<file path="src/rtl/mm_pkg.sv">
// Shared constants and FSM encoding for the matrix-multiply step sequencer.
package mm_pkg;

    localparam int unsigned DefaultN    = 4;
    localparam int unsigned DefaultIdxW = 2;

    typedef enum logic [1:0] {
        StIdle     = 2'd0,
        StWaitTick = 2'd1,
        StIssue    = 2'd2,
        StDone     = 2'd3
    } seq_state_t;

endpackage

</file>
<file path="src/rtl/edge_rise_det.sv">
// One-bit registered rising-edge detector; the input is treated as data, never as a clock.
module edge_rise_det (
    input  logic clock_in,
    input  logic reset_n,
    input  logic level,
    output logic rise
);

    logic level_prev;

    // Keep last cycle's level so a 0->1 transition shows up as a single-cycle rise.
    always_ff @(posedge clock_in or negedge reset_n) begin
        if (!reset_n) begin
            level_prev <= 1'b0;
        end else begin
            level_prev <= level;
        end
    end

    assign rise = level & ~level_prev;

endmodule

</file>
<file path="src/rtl/mm_step_sequencer.sv">
// Walks (row, col, k) over an NxN matrix multiply, issuing one MAC strobe per advance event.
module mm_step_sequencer
    import mm_pkg::*;
#(
    parameter int unsigned N     = DefaultN,
    parameter int unsigned IDX_W = DefaultIdxW
) (
    input  logic             clock_in,
    input  logic             reset_n,
    input  logic             slow_tick_in,
    input  logic             start,
    input  logic             single_step,
    input  logic             step_req,
    output logic             busy,
    output logic             done,
    output logic [IDX_W-1:0] row_idx,
    output logic [IDX_W-1:0] col_idx,
    output logic [IDX_W-1:0] k_idx,
    output logic             mac_en,
    output logic             acc_clr,
    output logic             result_we
);

    localparam logic [IDX_W-1:0] LastIdx = IDX_W'(N - 1);
    localparam logic [IDX_W-1:0] OneIdx  = IDX_W'(1);

    seq_state_t state_q;
    logic       tick_rise;
    logic       step_rise;
    logic       advance;
    logic       last_step;

    edge_rise_det u_tick_det (
        .clock_in (clock_in),
        .reset_n  (reset_n),
        .level    (slow_tick_in),
        .rise     (tick_rise)
    );

    edge_rise_det u_step_det (
        .clock_in (clock_in),
        .reset_n  (reset_n),
        .level    (step_req),
        .rise     (step_rise)
    );

    // Mode is looked at every cycle, so switching mid-run takes effect on the next edge.
    assign advance   = single_step ? step_rise : tick_rise;
    assign last_step = (row_idx == LastIdx) && (col_idx == LastIdx) && (k_idx == LastIdx);

    // Sequencer FSM and index counters; strobes are registered alongside the state they belong to.
    always_ff @(posedge clock_in or negedge reset_n) begin
        if (!reset_n) begin
            state_q   <= StIdle;
            row_idx   <= '0;
            col_idx   <= '0;
            k_idx     <= '0;
            busy      <= 1'b0;
            done      <= 1'b0;
            mac_en    <= 1'b0;
            acc_clr   <= 1'b0;
            result_we <= 1'b0;
        end else begin
            mac_en    <= 1'b0;
            acc_clr   <= 1'b0;
            result_we <= 1'b0;
            done      <= 1'b0;
            unique case (state_q)
                StIdle: begin
                    // advance is deliberately not looked at here
                    if (start) begin
                        state_q <= StWaitTick;
                        row_idx <= '0;
                        col_idx <= '0;
                        k_idx   <= '0;
                        busy    <= 1'b1;
                    end
                end
                StWaitTick: begin
                    if (advance) begin
                        state_q   <= StIssue;
                        mac_en    <= 1'b1;
                        acc_clr   <= (k_idx == '0);
                        result_we <= (k_idx == LastIdx);
                    end
                end
                StIssue: begin
                    if (last_step) begin
                        // Park indices at zero so they never run past N-1.
                        state_q <= StDone;
                        done    <= 1'b1;
                        row_idx <= '0;
                        col_idx <= '0;
                        k_idx   <= '0;
                    end else begin
                        state_q <= StWaitTick;
                        if (k_idx == LastIdx) begin
                            k_idx <= '0;
                            if (col_idx == LastIdx) begin
                                col_idx <= '0;
                                row_idx <= row_idx + OneIdx;
                            end else begin
                                col_idx <= col_idx + OneIdx;
                            end
                        end else begin
                            k_idx <= k_idx + OneIdx;
                        end
                    end
                end
                StDone: begin
                    state_q <= StIdle;
                    busy    <= 1'b0;
                end
                default: begin
                    state_q <= StIdle;
                    busy    <= 1'b0;
                end
            endcase
        end
    end

endmodule
</file>
<file path="config.mk">
export PLATFORM = sky130hd
export DESIGN_NAME = mm_step_sequencer
export DESIGN_NICKNAME = d
export VERILOG_FILES = /design/src/rtl/mm_pkg.sv /design/src/rtl/edge_rise_det.sv /design/src/rtl/mm_step_sequencer.sv
export SDC_FILE = /design/constraint.sdc
export NUM_CORES = 1
export LEC_CHECK = 0
export ABC_CLOCK_PERIOD_IN_PS = 1200
export CORE_MARGIN = 2
export CORE_UTILIZATION = 39
export DETAILED_ROUTE_END_ITERATION = 12
export PLACE_DENSITY = 0.7
export SLEW_MARGIN = 20
export SYNTH_ARGS = -nofsm -noshare
export SYNTH_HDL_FRONTEND = slang
export SYNTH_SLANG_ARGS = --single-unit
export TNS_END_PERCENT = 5
</file>
<file path="constraint.sdc">
create_clock -name clock_in -period 1.2 [get_ports clock_in]
set_input_delay 0.12 -clock clock_in [delete_from_list [all_inputs] [get_ports clock_in]]
set_output_delay 0.12 -clock clock_in [all_outputs]
set_load 0.005 [all_outputs]
</file>
==> results.md, run 1 <==
- Data on the critical path arrives at its endpoint at 1.51 ns.
- The floorplan step defined a core boundary enclosing 1540 sq um.
- The library cell used as clock root buffer is sky130_fd_sc_hd__clkbuf_4.
- The average routed wire per standard cell is 12.0 um.
- For this configuration, the core starts out at a cell density of 0.428.
- The routed design has between 1 and 1.5 mm of wire.
- The run finished, with violations left.
- In the final layout, the share of cells above drive strength 1 is 0.273.
- The maximum clock insertion buffer count is 2.
- The total number of vias is approximately 510.
- The design draws 1300 uW.
- The number of buffers and inverters on the critical path is 1.
- The max-slew headroom at the worst pin is 0.845.
- By area, the combinational part of the netlist is dominated by simple AND/OR/NAND/NOR gates.
- The number of distinct library cells after synthesis is 24.
- The library cell used most frequently in the layout, excluding fill and tap cells, is sky130_fd_sc_hd__dfrtp_1.
- In this run the static leakage power is 0.000511 uW.
- Of all nets on the critical path, the largest fanout is 3.
- The number of slew-limit violations in the final report was 0.
- The die covers 2040 sq um.
- The worst-case setup margin in the final layout is -0.134 ns.
- The area share of xor/xnor cells in the synthesized design is 0.
- The H-tree depth reported by CTS is 1.
- The floorplan row count is 14.
- The vertical die dimension is around 45 um.
- For this block, the initial DRC count from the detailed router was 11.
- The analysis attributes to net switching a power of 402 uW.
- The top achievable clock speed is 750 MHz.
- The met3 routed wirelength is 56 um.
- The number of hold buffers added after cts is 0.
- Input and output buffers added on the ports amount to 16.
- Walking the worst path, the cells encountered are buf_4 > ha_2 > and4b_1 > and3b_1 > a21o_1.
- The area fraction in compound gates after synthesis is 0.148.
- The cell area that synthesis handed to floorplanning was 659 sq um.
- Measured against the total synthesized area, the mux share comes to 0.
- After clock tree synthesis, the clock-pin slew on the worst setup and hold paths is 0.08 ns.
- The class of the tightest hold or removal check is in2async.
- Measured on the finished design, the core utilization comes to 0.642.
- The post-synthesis average cell area is 11.8 sq um.
- The net count after synthesis is 67.
- The number of antenna violations at the first check in global routing came to 0.
- Of the total power, the share spent switching nets is 0.310.
- The internal power is 894 uW.
- The via count of the first global-routing pass came to 529.
- In the layout the commonest cells are sky130_fd_sc_hd__dfrtp_1 (14), sky130_fd_sc_hd__buf_4 (10), sky130_fd_sc_hd__dlygate4sd2_1 (8).
- The count of clock tree sinks is 15.
- By startpoint and endpoint, the worst setup path is classified as reg2reg.
- For this run, the total global-route usage over all layers was measured as 0.147.
- The placed instance count is 97.
- The met1 wire length is between 600 and 700 um.
- The part of the Yosys area used for sequential elements is 0.569.
- The worst hold slack is 0.145 ns.
- The highest metal layer used by the detailed router is met4.
- In this design, the stage delay of the slowest critical-path cell is 0.38 ns.
- The x dimension of the die is 45.1 um.
- For the worst-skew pair, the clock arrives at the later sink with an insertion delay of 0.28 ns.
- Compared with the post-synthesis result, the final layout area differs by 50.1%.
- Synthesis produced a netlist whose cell count is 56.
- The TritonCTS clock tree is yes.
- The count of antenna diodes in the layout is 0.
- Of the total power, the clock network draws 0.208.
- Of the total synthesized cell area, the portion taken by AND, OR, NAND and NOR gates is 0.165.
- Setup repair after global routing could not meet its margin everywhere.
- The hold violation total from the final report is 0.
- Entering global routing, the biggest net connects 16 pins.
- The number of nets in the layout is 100.
- The detailed-router iteration count before antenna repair is 4.
- Of the total power, registers draw 0.502.
- The non-filler instance count after layout is 104.
- The number of DRC violations after detailed routing is 0.
- The number of clock buffers inserted by TritonCTS is 3.
- At the pin with the least slew margin, the transition time is approximately 0.23 ns.
- In the finished design, the share of the clock period the worst path needs comes to 1.11.
- The relative contribution of combinational cells to total power is 0.290.
- Of the total synthesized cell area, the portion taken by full adders, half adders and majority gates is 0.0949.
- During synthesis, Yosys emitted a total of 0 warnings.
- On the critical path the largest part of the delay comes from simple AND/OR/NAND/NOR gates.
- Across the routed clock network, the largest skew measured is 0.00531 ns.
- The worst-case IR drop observed on VDD is 916 uV.
- The global-route wire length before repair is approximately 2.2 mm.
- 17 I/O pins were placed.
- Setup violations remaining at the end of the flow were counted as 3.
- The total power divided by cell area is 1310 nW/um^2.
- The number of synthesized register bits is 15.
- The slowest stage of the critical path belongs to the cell sky130_fd_sc_hd__dfrtp_1.
- Detailed placement finished with a half-perimeter wire length of 924 um.
- The layout filler cell count is 131.
- The worst setup path is captured at a flip-flop.
- The final reports fail on setup timing.
- STA puts the critical path data required time at 1.38 ns.
- For the finished layout, the period the worst path requires is ~1.3 ns.
- Routability-driven placement finished with a final weighted congestion of 0.730.
- The count of maximum capacitance violations is 0.
- The element type at the critical path start is a flip-flop.
- After detailed routing, the met2 layer carries ~570 um of wire.
- The total overflow left after global routing is 0.
- Using the TritonRoute via totals, the vias-per-cell ratio works out to 4.92.
- The count of nets left with antenna violations after detail routing is 0.
area by class of cell:
| cell class | instances | area, sq um | area share |
|---|---|---|---|
| Clock buffer | 3 | 22.5 | 0.0228 |
| Inverter | 4 | 15.0 | 0.0152 |
| Tap cell | 16 | 20.0 | 0.0202 |
| Clock inverter | 1 | 5.00 | 0.00506 |
| Multi-Input combinational cell | 37 | 303 | 0.306 |
| Timing Repair Buffer | 28 | 248 | 0.250 |
| Sequential cell | 15 | 377 | 0.381 |
flip-flops by register name, summed over array words and instances (netlist names):
signal / count
acc_clr: 1
busy: 1
col_idx: 2
done: 1
k_idx: 2
mac_en: 1
result_we: 1
row_idx: 2
state_q: 2
u_step_det.level_prev: 1
u_tick_det.level_prev: 1
stage by stage:
stage                     worst slack (ns)  setup TNS [ns]  instance area [sq um]
after detailed placement            -0.174          -0.717                    912
final                               -0.134          -0.234                    990
after floorplan                    -0.0223         -0.0223                    664
after global placement              -0.144          -0.560                    912
after CTS                           -0.121          -0.289                    942
after global routing                -0.178          -0.548                    990
worst paths after layout:
path / slack, ns / startpoint / to / cells past startpoint
max in group asynchronous: 0.87 / reset_n / k_idx[0] / 2
worst max register to register: -0.13 / k_idx[1] / row_idx[0] / 5
worst max-delay path: -0.13 / k_idx[1] / row_idx[0] / 5
worst min register to register: 0.52 / busy / busy / 1
worst min-delay path: 0.15 / reset_n / done / 2
min in group clock_in: 0.30 / slow_tick_in / u_tick_det.level_prev / 1
cells by family after synthesis:
kind of cell | after synthesis
AND/OR/NAND/NOR | 18
flip-flops | 15
AO/OA/AOI/OAI | 14
adder cells (fa/ha/maj) | 5
buffers and inverters | 4
synthesized netlist by cell type, drive strengths merged:
library cell  number  area share
nand3              1      0.0076
a32o               1       0.015
nand2              4       0.023
ha                 5       0.095
or3b               1       0.017
a21o               1       0.011
a21oi              2       0.021
or2                1      0.0095
o31ai              1       0.011
o21bai             1       0.011
and2               2       0.019
nor2               2       0.011
and4b              1       0.015
nand3b             1       0.011
a22o               1       0.013
a31oi              3       0.028
inv                4       0.023
nand2b             2       0.019
and3b              1       0.013
dfrtp             15        0.57
o2bb2ai            1       0.013
nor2b              2       0.019
o21ai              3       0.023
power by group through the flow:
stage	combinational (uW)	sequential (uW)	clock [uW]
after CTS	349	646	286
after global routing	420	661	304
after global placement	359	652	0
final	375	651	270
after floorplan	160	648	0
after detailed placement	362	657	0
metal layers:
metal  vias to the layer above  GRT usage
met2                         9      0.229
met1                       238      0.193
met5                         -          0
li1                        263          -
met3                         2     0.0720
met4                         0     0.0176
what timing repair did:
action                     CTS  global route
buffers inserted             2             1
pin swaps                    1             2
setup endpoints to repair   14            12
cloned                       0             0
resized for setup           13            10
(Power assumes the default switching activity.)
==> run 2: changes to the inputs <==
- CTS_CLUSTER_SIZE: unset -> 16
- TNS_END_PERCENT: 5 -> unset
==> run 2 against run 1 <==
  * Largest power group unchanged
  * Maximum frequency barely moved
  * Worst hold slack got worse by 0.0055 ns
  * Critical path depth did not move
  * Clock skew rose by 0.0014 ns
  * The run still ends with setup timing left
  * Utilization rose by 5.6 points
  * Non-clock buffer count rose by 6
==> results.md, run 2 (same netlist as run 1, synthesis figures left out) <==
- Outcome: finished with violations (unchanged).
- Failing checks: setup timing (unchanged).
- The total number of vias came to 550 (was 512).
- The pin count of the biggest net entering global routing is 16 (unchanged).
- The delay of the slowest cell on the worst path came to 0.40 ns (was 0.38 ns).
- The TritonCTS clock tree is yes (unchanged).
- The worst reg2reg path depth is 5 (unchanged).
- The effective utilization at floorplan was 0.428 (unchanged).
- The number of clock buffers inserted by TritonCTS is 3 (unchanged).
- The number of DRC violations after detailed routing is 0 (unchanged).
- The area added between synthesis and finish came to 63.2% (was 50.1%).
- The sum of routed wire length over all layers is 1.41 mm (was 1.25 mm).
- The element type at the critical path start is a flip-flop (unchanged).
- Highest-count cells in the layout ignoring fill and taps: sky130_fd_sc_hd__dfrtp_1 (14), sky130_fd_sc_hd__buf_4 (14), sky130_fd_sc_hd__dlygate4sd2_1 (7) (was sky130_fd_sc_hd__dfrtp_1 (14), sky130_fd_sc_hd__buf_4 (10), sky130_fd_sc_hd__dlygate4sd2_1 (8)).
- The number of input and output port buffers inserted was 16 (unchanged).
- The final setup violation count is 2 (was 3).
- The H-tree depth reported by CTS is 1 (unchanged).
- The routability congestion estimate from global placement was 0.730 (unchanged).
- The maximum clock insertion buffer count is 2 (unchanged).
- The slowest stage cell on the critical path is sky130_fd_sc_hd__dfrtp_1 (unchanged).
- The number of slew-limit violations in the final report is 0 (unchanged).
- The layout filler cell count was 115 (was 131).
- The arrival time of the worst setup path is 1.51 ns (about the same).
- The count of antenna diodes in the layout is 0 (unchanged).
- The placed wire-length estimate after detailed placement is 924 um (unchanged).
- The vertical die dimension was 45.1 um (unchanged).
- The routed via count divided by cell count came to 5.00 (was 4.92).
- Unrepaired setup endpoints after global routing: true (unchanged).
- The startpoint of the most critical register-to-register path is k_idx[1] (unchanged).
- The share of total power consumed by net switching is 0.315 (was 0.310).
- The count of maximum capacitance violations is 0 (unchanged).
- The detailed-router iteration count before antenna repair is 4 (unchanged).
- The global-route wire length before repair came to 2.33 mm (was 2.15 mm).
- The relative contribution of combinational cells to total power is 0.321 (was 0.290).
- The hold violation total from the final report is 0 (unchanged).
- The maximum fanout along the worst path is 3 (unchanged).
- The count of clock tree sinks was 15 (unchanged).
- The reported net switching power is 429 uW (was 402 uW).
- The total power divided by cell area came to 1270 nW/um^2 (was 1310 nW/um^2).
- The ratio of final minimum period to clock period is 1.11 (about the same).
- The internal power is 935 uW (was 894 uW).
- The x dimension of the die is 45.1 um (unchanged).
- The floorplan core area was 1540 sq um (unchanged).
- The max-slew headroom at the worst pin came to 0.841 (was 0.845).
- The count of nets left with antenna violations after detail routing came to 0 (unchanged).
- The measured slew at the worst slew-check pin is 0.239 ns (was 0.233 ns).
- The via count of the first global-routing pass is 571 (was 529).
- The fraction of final layout cells with drive strength greater than 1 is 0.351 (was 0.273).
- The top achievable clock speed is 749 MHz (was 750 MHz).
- The proportion of power drawn by the clock network is 0.199 (was 0.208).
- The sequential fraction of design power is 0.480 (was 0.502).
- The power consumption is 1360 uW (was 1300 uW).
- The clock-pin slew reported for the worst setup and hold paths after clock tree synthesis is 0.09 ns (was 0.08 ns).
- The overall routing resource usage is 0.162 (was 0.147).
- The total congestion overflow is 0 (unchanged).
- The average routed wire per standard cell came to 12.8 um (was 12.0 um).
- The total die area is 2040 sq um (unchanged).
- The final period demand of the worst path came to 1.34 ns (was 1.33 ns).
- The number of nets in the layout came to 106 (was 100).
- Worst-path cell chain: buf_6 > ha_4 > and4b_1 > and3b_1 > a21o_1 (was buf_4 > ha_2 > and4b_1 > and3b_1 > a21o_1).
- The library cell used as clock root buffer was sky130_fd_sc_hd__clkbuf_4 (unchanged).
- The critical path class is reg2reg (unchanged).
- The worst-case setup margin in the final layout is -0.135 ns (was -0.134 ns).
- The summed negative setup slack over all endpoints is -0.203 ns (was -0.234 ns).
- The clock latency on the worst-skew pair is 0.28 ns (about the same).
- The setup skew after layout is 0.00670 ns (was 0.00531 ns).
- The worst vdd rail ir drop is 976 uV (was 916 uV).
- The class of the tightest hold or removal check was in2async (unchanged).
- The non-filler instance count after layout is 110 (was 104).
- The number of top-level design ports is 17 (unchanged).
- The floorplan row count is 14 (unchanged).
- The placed instance count is 97 (unchanged).
- The static leakage power is 0.000536 uW (was 0.000511 uW).
- The required time reported for the critical path endpoint is 1.38 ns (about the same).
- The reg-to-reg endpoint is row_idx[0] (unchanged).
- The number of hold buffers added after cts was 0 (unchanged).
- The violation count after the first detailed-routing iteration is 7 (was 11).
- The register-to-register path setup slack came to -0.14 ns (was -0.13 ns).
- The sort of element at the end of the critical path is a flip-flop (unchanged).
- The worst hold slack is 0.140 ns (was 0.145 ns).
- The number of antenna violations at the first check in global routing is 0 (unchanged).
==> run 2: cell count changes in the layout (fill, tap and decap cells not counted), sizes merged <==
cell | before | now
clkdlybuf4s15 | 3 | 4
dlygate4sd2 | 8 | 7
buf | 12 | 18
==> run 2: routing by layer <==
layer / wire, um / part of all wire / track usage
met5: 0 / 0 / 0
met4: 8 / 0.0057 / 0.0176
met3: 80 / 0.057 / 0.0720
met2: 694 / 0.49 / 0.271
met1: 622 / 0.44 / 0.198
==> run 2: power groups by stage <==
stage	registers, uW	clock network, uW	logic [uW]
2_1_floorplan	648	0	160
3_3_place_gp	652	0	359
3_5_place_dp	657	0	362
4_1_cts	653	286	402
5_1_grt	664	306	487
6_report	655	272	437
==> run 2: critical path: cells and delay by family (launching register included) <==
kind / cells / cell delay (ns)
AND/OR/NAND/NOR: 2 / 0.41
flip-flops: 1 / 0.40
adder cells (fa/ha/maj): 1 / 0.16
AO/OA/AOI/OAI: 1 / 0.15
buffers and inverters: 1 / 0.14
==> run 2: final cells by class <==
type	instances	area (sq um)	share of cell area
flip-flops and latches	15	377	0.350
clock buffers	3	22.5	0.0209
multi-input cells	37	335	0.312
well taps	16	20.0	0.0186
clock inverters	1	5.00	0.00465
repair buffers	34	302	0.280
inverters	4	15.0	0.0140
==> run 2: how the worst max path moves through the flow <==
| stage | from | end | slack [ns] | cells past startpoint |
|---|---|---|---|---|
| floorplan | k_idx[0] | row_idx[0] | -0.02 | 4 |
| global placement | slow_tick_in | result_we | -0.14 | 4 |
| global route | col_idx[0] | row_idx[0] | -0.18 | 5 |
| CTS | k_idx[1] | row_idx[0] | -0.10 | 5 |
| finish | k_idx[1] | row_idx[0] | -0.14 | 5 |
| detailed placement | slow_tick_in | acc_clr | -0.17 | 4 |
==> run 2: metrics by stage <==
stage | cell area [sq um] | util | worst slack [ns]
CTS | 1030 | 0.671 | -0.101
global placement | 912 | 0.592 | -0.144
finish | 1080 | 0.698 | -0.135
detailed placement | 912 | 0.592 | -0.174
global route | 1080 | 0.698 | -0.178
floorplan | 664 | - | -0.0223
==> run 2: what timing repair did <==
action                     in CTS  in global routing
setup endpoints to repair      14                 13
pin swaps                       5                  4
setup buffers                   8                  1
resized for setup              21                 11
==> run 3: changes to the inputs <==
- CORE_MARGIN: 2 -> unset
- CTS_CLUSTER_DIAMETER: unset -> 40
- PLACE_DENSITY: 0.7 -> 0.69
- SYNTH_HIERARCHICAL: unset -> 1
==> run 3 against run 2 <==
  * First-iteration DRC count decreased by 29%
  * Clock power increased by 3%
  * Cell area decreased by 2.0%
  * Largest cell class unchanged
  * Non-clock buffer count decreased by 2
  * Clock skew decreased by 0.0037 ns
  * Worst hold slack improved by 0.019 ns
  * Synthesized area increased by 3.2%
  * Synthesized cell count decreased by 1.8%
  * Global-route usage increased by 1.3 points
  * Critical endpoint unchanged
  * Sequential power increased by 0.6%
  * Utilization decreased by 2.1 points
  * The flow finishes with violations (DRC, setup timing)
==> results.md, run 3 <==
- The floorplan core area is 1560 sq um (was 1540 sq um).
- The pin count of the biggest net entering global routing is 16 (unchanged).
- The overall routing resource usage is 0.175 (was 0.162).
- The number of antenna violations at the first check in global routing is 0 (unchanged).
- The detailed-router iteration count before antenna repair is 7 (was 4).
- The setup skew after layout is 0.00296 ns (was 0.00670 ns).
- The maximum fanout along the worst path is 3 (unchanged).
- The sum of routed wire length over all layers is 1.42 mm (was 1.41 mm).
- The worst vdd rail ir drop is 835 uV (was 976 uV).
- The number of synthesized register bits is 15 (unchanged).
- The number of input and output port buffers inserted is 16 (unchanged).
- The violation count after the first detailed-routing iteration came to 5 (was 7).
- The cell taking the most area after synthesis was sky130_fd_sc_hd__dfrtp_1 (unchanged).
- The routability congestion estimate from global placement is 0.744 (was 0.730).
- The cell count after synthesis is 55 (was 56).
- The total congestion overflow came to 0 (unchanged).
- The average routed wire per standard cell is 13.3 um (was 12.8 um).
- The x dimension of the die came to 43.8 um (was 45.1 um).
- The max-slew headroom at the worst pin is 0.853 (was 0.841).
- The origin of the worst setup path is k_idx[1] (unchanged).
- The routed via count divided by cell count is 5.13 (was 5.00).
- The number of clock buffers inserted by TritonCTS came to 3 (unchanged).
- The critical path class is reg2reg (unchanged).
- The worst-case setup margin in the final layout is -0.0955 ns (was -0.135 ns).
- The sort of element at the end of the critical path is a flip-flop (unchanged).
- The element type at the critical path start is a flip-flop (unchanged).
- The effective utilization at floorplan came to 0.437 (was 0.428).
- The reported net switching power came to 448 uW (was 429 uW).
- The top cell type's share of synthesized area came to 0.551 (was 0.569).
- The startpoint of the most critical register-to-register path is k_idx[1] (unchanged).
- The class of the tightest hold or removal check is in2async (unchanged).
- The clock-pin slew reported for the worst setup and hold paths after clock tree synthesis is 0.09 ns (about the same).
- The measured slew at the worst slew-check pin is 0.219 ns (was 0.239 ns).
- The total die area came to 1920 sq um (was 2040 sq um).
- The cell with the most instances after synthesis is sky130_fd_sc_hd__dfrtp_1 (unchanged).
- The number of hold buffers added after cts is 0 (unchanged).
- The required time reported for the critical path endpoint was 1.37 ns (was 1.38 ns).
- The part of the Yosys area used for sequential elements came to 0.551 (was 0.569).
- Outcome: finished with violations (unchanged).
- The placed wire-length estimate after detailed placement is 998 um (was 924 um).
- The count of clock tree sinks was 15 (unchanged).
- The number of warnings issued by yosys came to 6 (was 0).
- The relative contribution of combinational cells to total power is 0.350 (was 0.321).
- The post-synthesis average cell area is 12.4 sq um (was 11.8 sq um).
- The most common cell after layout, fill and taps aside is sky130_fd_sc_hd__dfrtp_1.
- The net count after synthesis came to 66 (was 67).
- Unrepaired setup endpoints after global routing: true (unchanged).
- The final setup violation count is 2 (unchanged).
- The count of nets left with antenna violations after detail routing was 0 (unchanged).
- The maximum clock insertion buffer count is 2 (unchanged).
- The fraction of final layout cells with drive strength greater than 1 is 0.374 (was 0.351).
- The flip-flop cell with the highest count after synthesis is sky130_fd_sc_hd__dfrtp_1 (unchanged).
- The proportion of power drawn by the clock network was 0.194 (was 0.199).
- The count of antenna diodes in the layout is 0 (unchanged).
- The hold violation total from the final report is 0 (unchanged).
- The area added between synthesis and finish is 55.0% (was 63.2%).
- The H-tree depth reported by CTS is 1 (unchanged).
- The total number of vias was 549 (was 550).
- The via count of the first global-routing pass is 582 (was 571).
- The internal power was 996 uW (was 935 uW).
- The number of distinct library cells after synthesis came to 24 (unchanged).
- The TritonCTS clock tree is yes (unchanged).
- The core occupancy in the finished layout is 0.677 (was 0.698).
- The post-synthesis cell area came to 681 sq um (was 659 sq um).
- The number of slew-limit violations in the final report is 0 (unchanged).
- Failing checks: DRC, setup timing (was setup timing).
- The floorplan row count is 14 (unchanged).
- The ratio of final minimum period to clock period is 1.08 (was 1.11).
- The post-synthesis async set-or-reset flop share is 1.00 (unchanged).
- The vertical die dimension is 43.8 um (was 45.1 um).
- The share of total power consumed by net switching was 0.310 (was 0.315).
- The global-route wire length before repair was 2.46 mm (was 2.33 mm).
- The number of top-level design ports came to 17 (unchanged).
- The number of enable-type register cells in the synthesized netlist is 0 (unchanged).
- The total power divided by cell area is 1370 nW/um^2 (was 1270 nW/um^2).
- The worst hold slack is 0.158 ns (was 0.140 ns).
- The number of DRC violations after detailed routing is 1 (was 0).
- The number of nets in the layout is 103 (was 106).
- The final period demand of the worst path came to 1.30 ns (was 1.34 ns).
- The static leakage power is 0.000540 uW (was 0.000536 uW).
- The library cell used as clock root buffer was sky130_fd_sc_hd__clkbuf_4 (unchanged).
- The sequential fraction of design power came to 0.456 (was 0.480).
- Cell types occupying the most area after synthesis: sky130_fd_sc_hd__dfrtp_1 (55%), sky130_fd_sc_hd__ha_1 (9.2%), sky130_fd_sc_hd__nor2b_4 (4.0%), sky130_fd_sc_hd__a31oi_1 (2.8%), sky130_fd_sc_hd__and2_2 (2.2%) (was sky130_fd_sc_hd__dfrtp_1 (57%), sky130_fd_sc_hd__ha_1 (9.5%), sky130_fd_sc_hd__a31oi_1 (2.8%), sky130_fd_sc_hd__o21ai_0 (2.3%), sky130_fd_sc_hd__inv_1 (2.3%)).
- Highest-count cells in the layout ignoring fill and taps: sky130_fd_sc_hd__dfrtp_1 (14), sky130_fd_sc_hd__buf_4 (13), sky130_fd_sc_hd__dlygate4sd2_1 (10) (was sky130_fd_sc_hd__dfrtp_1 (14), sky130_fd_sc_hd__buf_4 (14), sky130_fd_sc_hd__dlygate4sd2_1 (7)).
- The count of maximum capacitance violations is 0 (unchanged).
- The top achievable clock speed was 772 MHz (was 749 MHz).
- The clock latency on the worst-skew pair was 0.27 ns (was 0.28 ns).
- The arrival time of the worst setup path was 1.47 ns (was 1.51 ns).
- Top cells by instance count after synthesis: sky130_fd_sc_hd__dfrtp_1 (15), sky130_fd_sc_hd__ha_1 (5), sky130_fd_sc_hd__inv_1 (4) (was sky130_fd_sc_hd__dfrtp_1 (15), sky130_fd_sc_hd__ha_1 (5), sky130_fd_sc_hd__inv_1 (4), sky130_fd_sc_hd__nand2_1 (4)).
==> run 3: cell types whose count changed after synthesis, sizes merged <==
cell,before,now
nor2b,2,4
a21oi,2,1
and3,0,1
mux2,0,1
nand2,4,3
nand2b,2,1
nand3b,1,0
o21ai,3,2
o31ai,1,2
or3b,1,0
==> run 3: kinds of logic (layout without fill, tap and decap cells) <==
logic type,count (synthesis),count (layout),synth area share
buffers and inverters,4,40,0.0221
DFF,15,15,0.551
adders and majority gates,5,5,0.0919
AOI/OAI and AO/OA,13,13,0.134
and+or+nand+nor,17,17,0.178
muxes,1,1,0.0221
==> run 3: through the flow <==
stage | instances | power, uW | TNS (ns) | area, sq um | setup WS (ns)
final | 107 | 1440 | -0.176 | 1050 | -0.0955
after floorplan | 55 | 837 | -0.0407 | 686 | -0.0223
after detailed placement | 96 | 1090 | -0.898 | 933 | -0.255
after global routing | 107 | 1550 | -0.460 | 1050 | -0.152
after global placement | 96 | 1080 | -0.789 | 933 | -0.235
after CTS | 107 | 1430 | -0.190 | 1030 | -0.0964
==> run 3: worst paths after layout <==
kind | end | slack, ns | depth (start not counted)
max reg2reg | row_idx[0] | -0.1 | 5
min | row_idx[1] | 0.16 | 2
min reg2reg | k_idx[0] | 0.57 | 1
max | row_idx[0] | -0.1 | 5
min in group clock_in | u_tick_det/level_prev | 0.32 | 1
max in group asynchronous | k_idx[0] | 0.85 | 2
==> run 3: timing repair <==
| action | in CTS | in global routing |
|---|---|---|
| endpoints found under the setup margin | 16 | 9 |
| resized for setup | 19 | 7 |
| pin swaps | 3 | 2 |
| setup buffers | 7 | 0 |
==> run 3: routing by layer <==
metal  wire [um]  vias up  global-route usage
li1            -      264                   -
met1         662      269               0.210
met2         707       14               0.307
met3          49        2              0.0375
met4           4        0              0.0563
met5           0        -                   0
==> run 3: power groups by stage <==
stage          sequential [uW]  combinational (uW)  clock (uW)
6_report                   659                 505         280
5_1_grt                    669                 566         319
4_1_cts                    659                 479         293
3_5_place_dp               666                 429           0
3_3_place_gp               662                 417           0
2_1_floorplan              662                 174           0
==> run 3: worst max-delay path, stage by stage (launching register included) <==
cell and delay [ns]:
sky130_fd_sc_hd__dfrtp_1 0.40, sky130_fd_sc_hd__buf_6 0.13, sky130_fd_sc_hd__ha_4 0.15, sky130_fd_sc_hd__and4b_1 0.20, sky130_fd_sc_hd__and3b_1 0.16, sky130_fd_sc_hd__a21o_1 0.15
==> run 3: area by class of cell <==
class,instances,area [sq um]
multi-input cells,36,338
flip-flops and latches,15,377
fillers,122,504
repair buffers,32,279
inverters,4,15.0
well taps,16,20.0
clock buffers,4,26.3
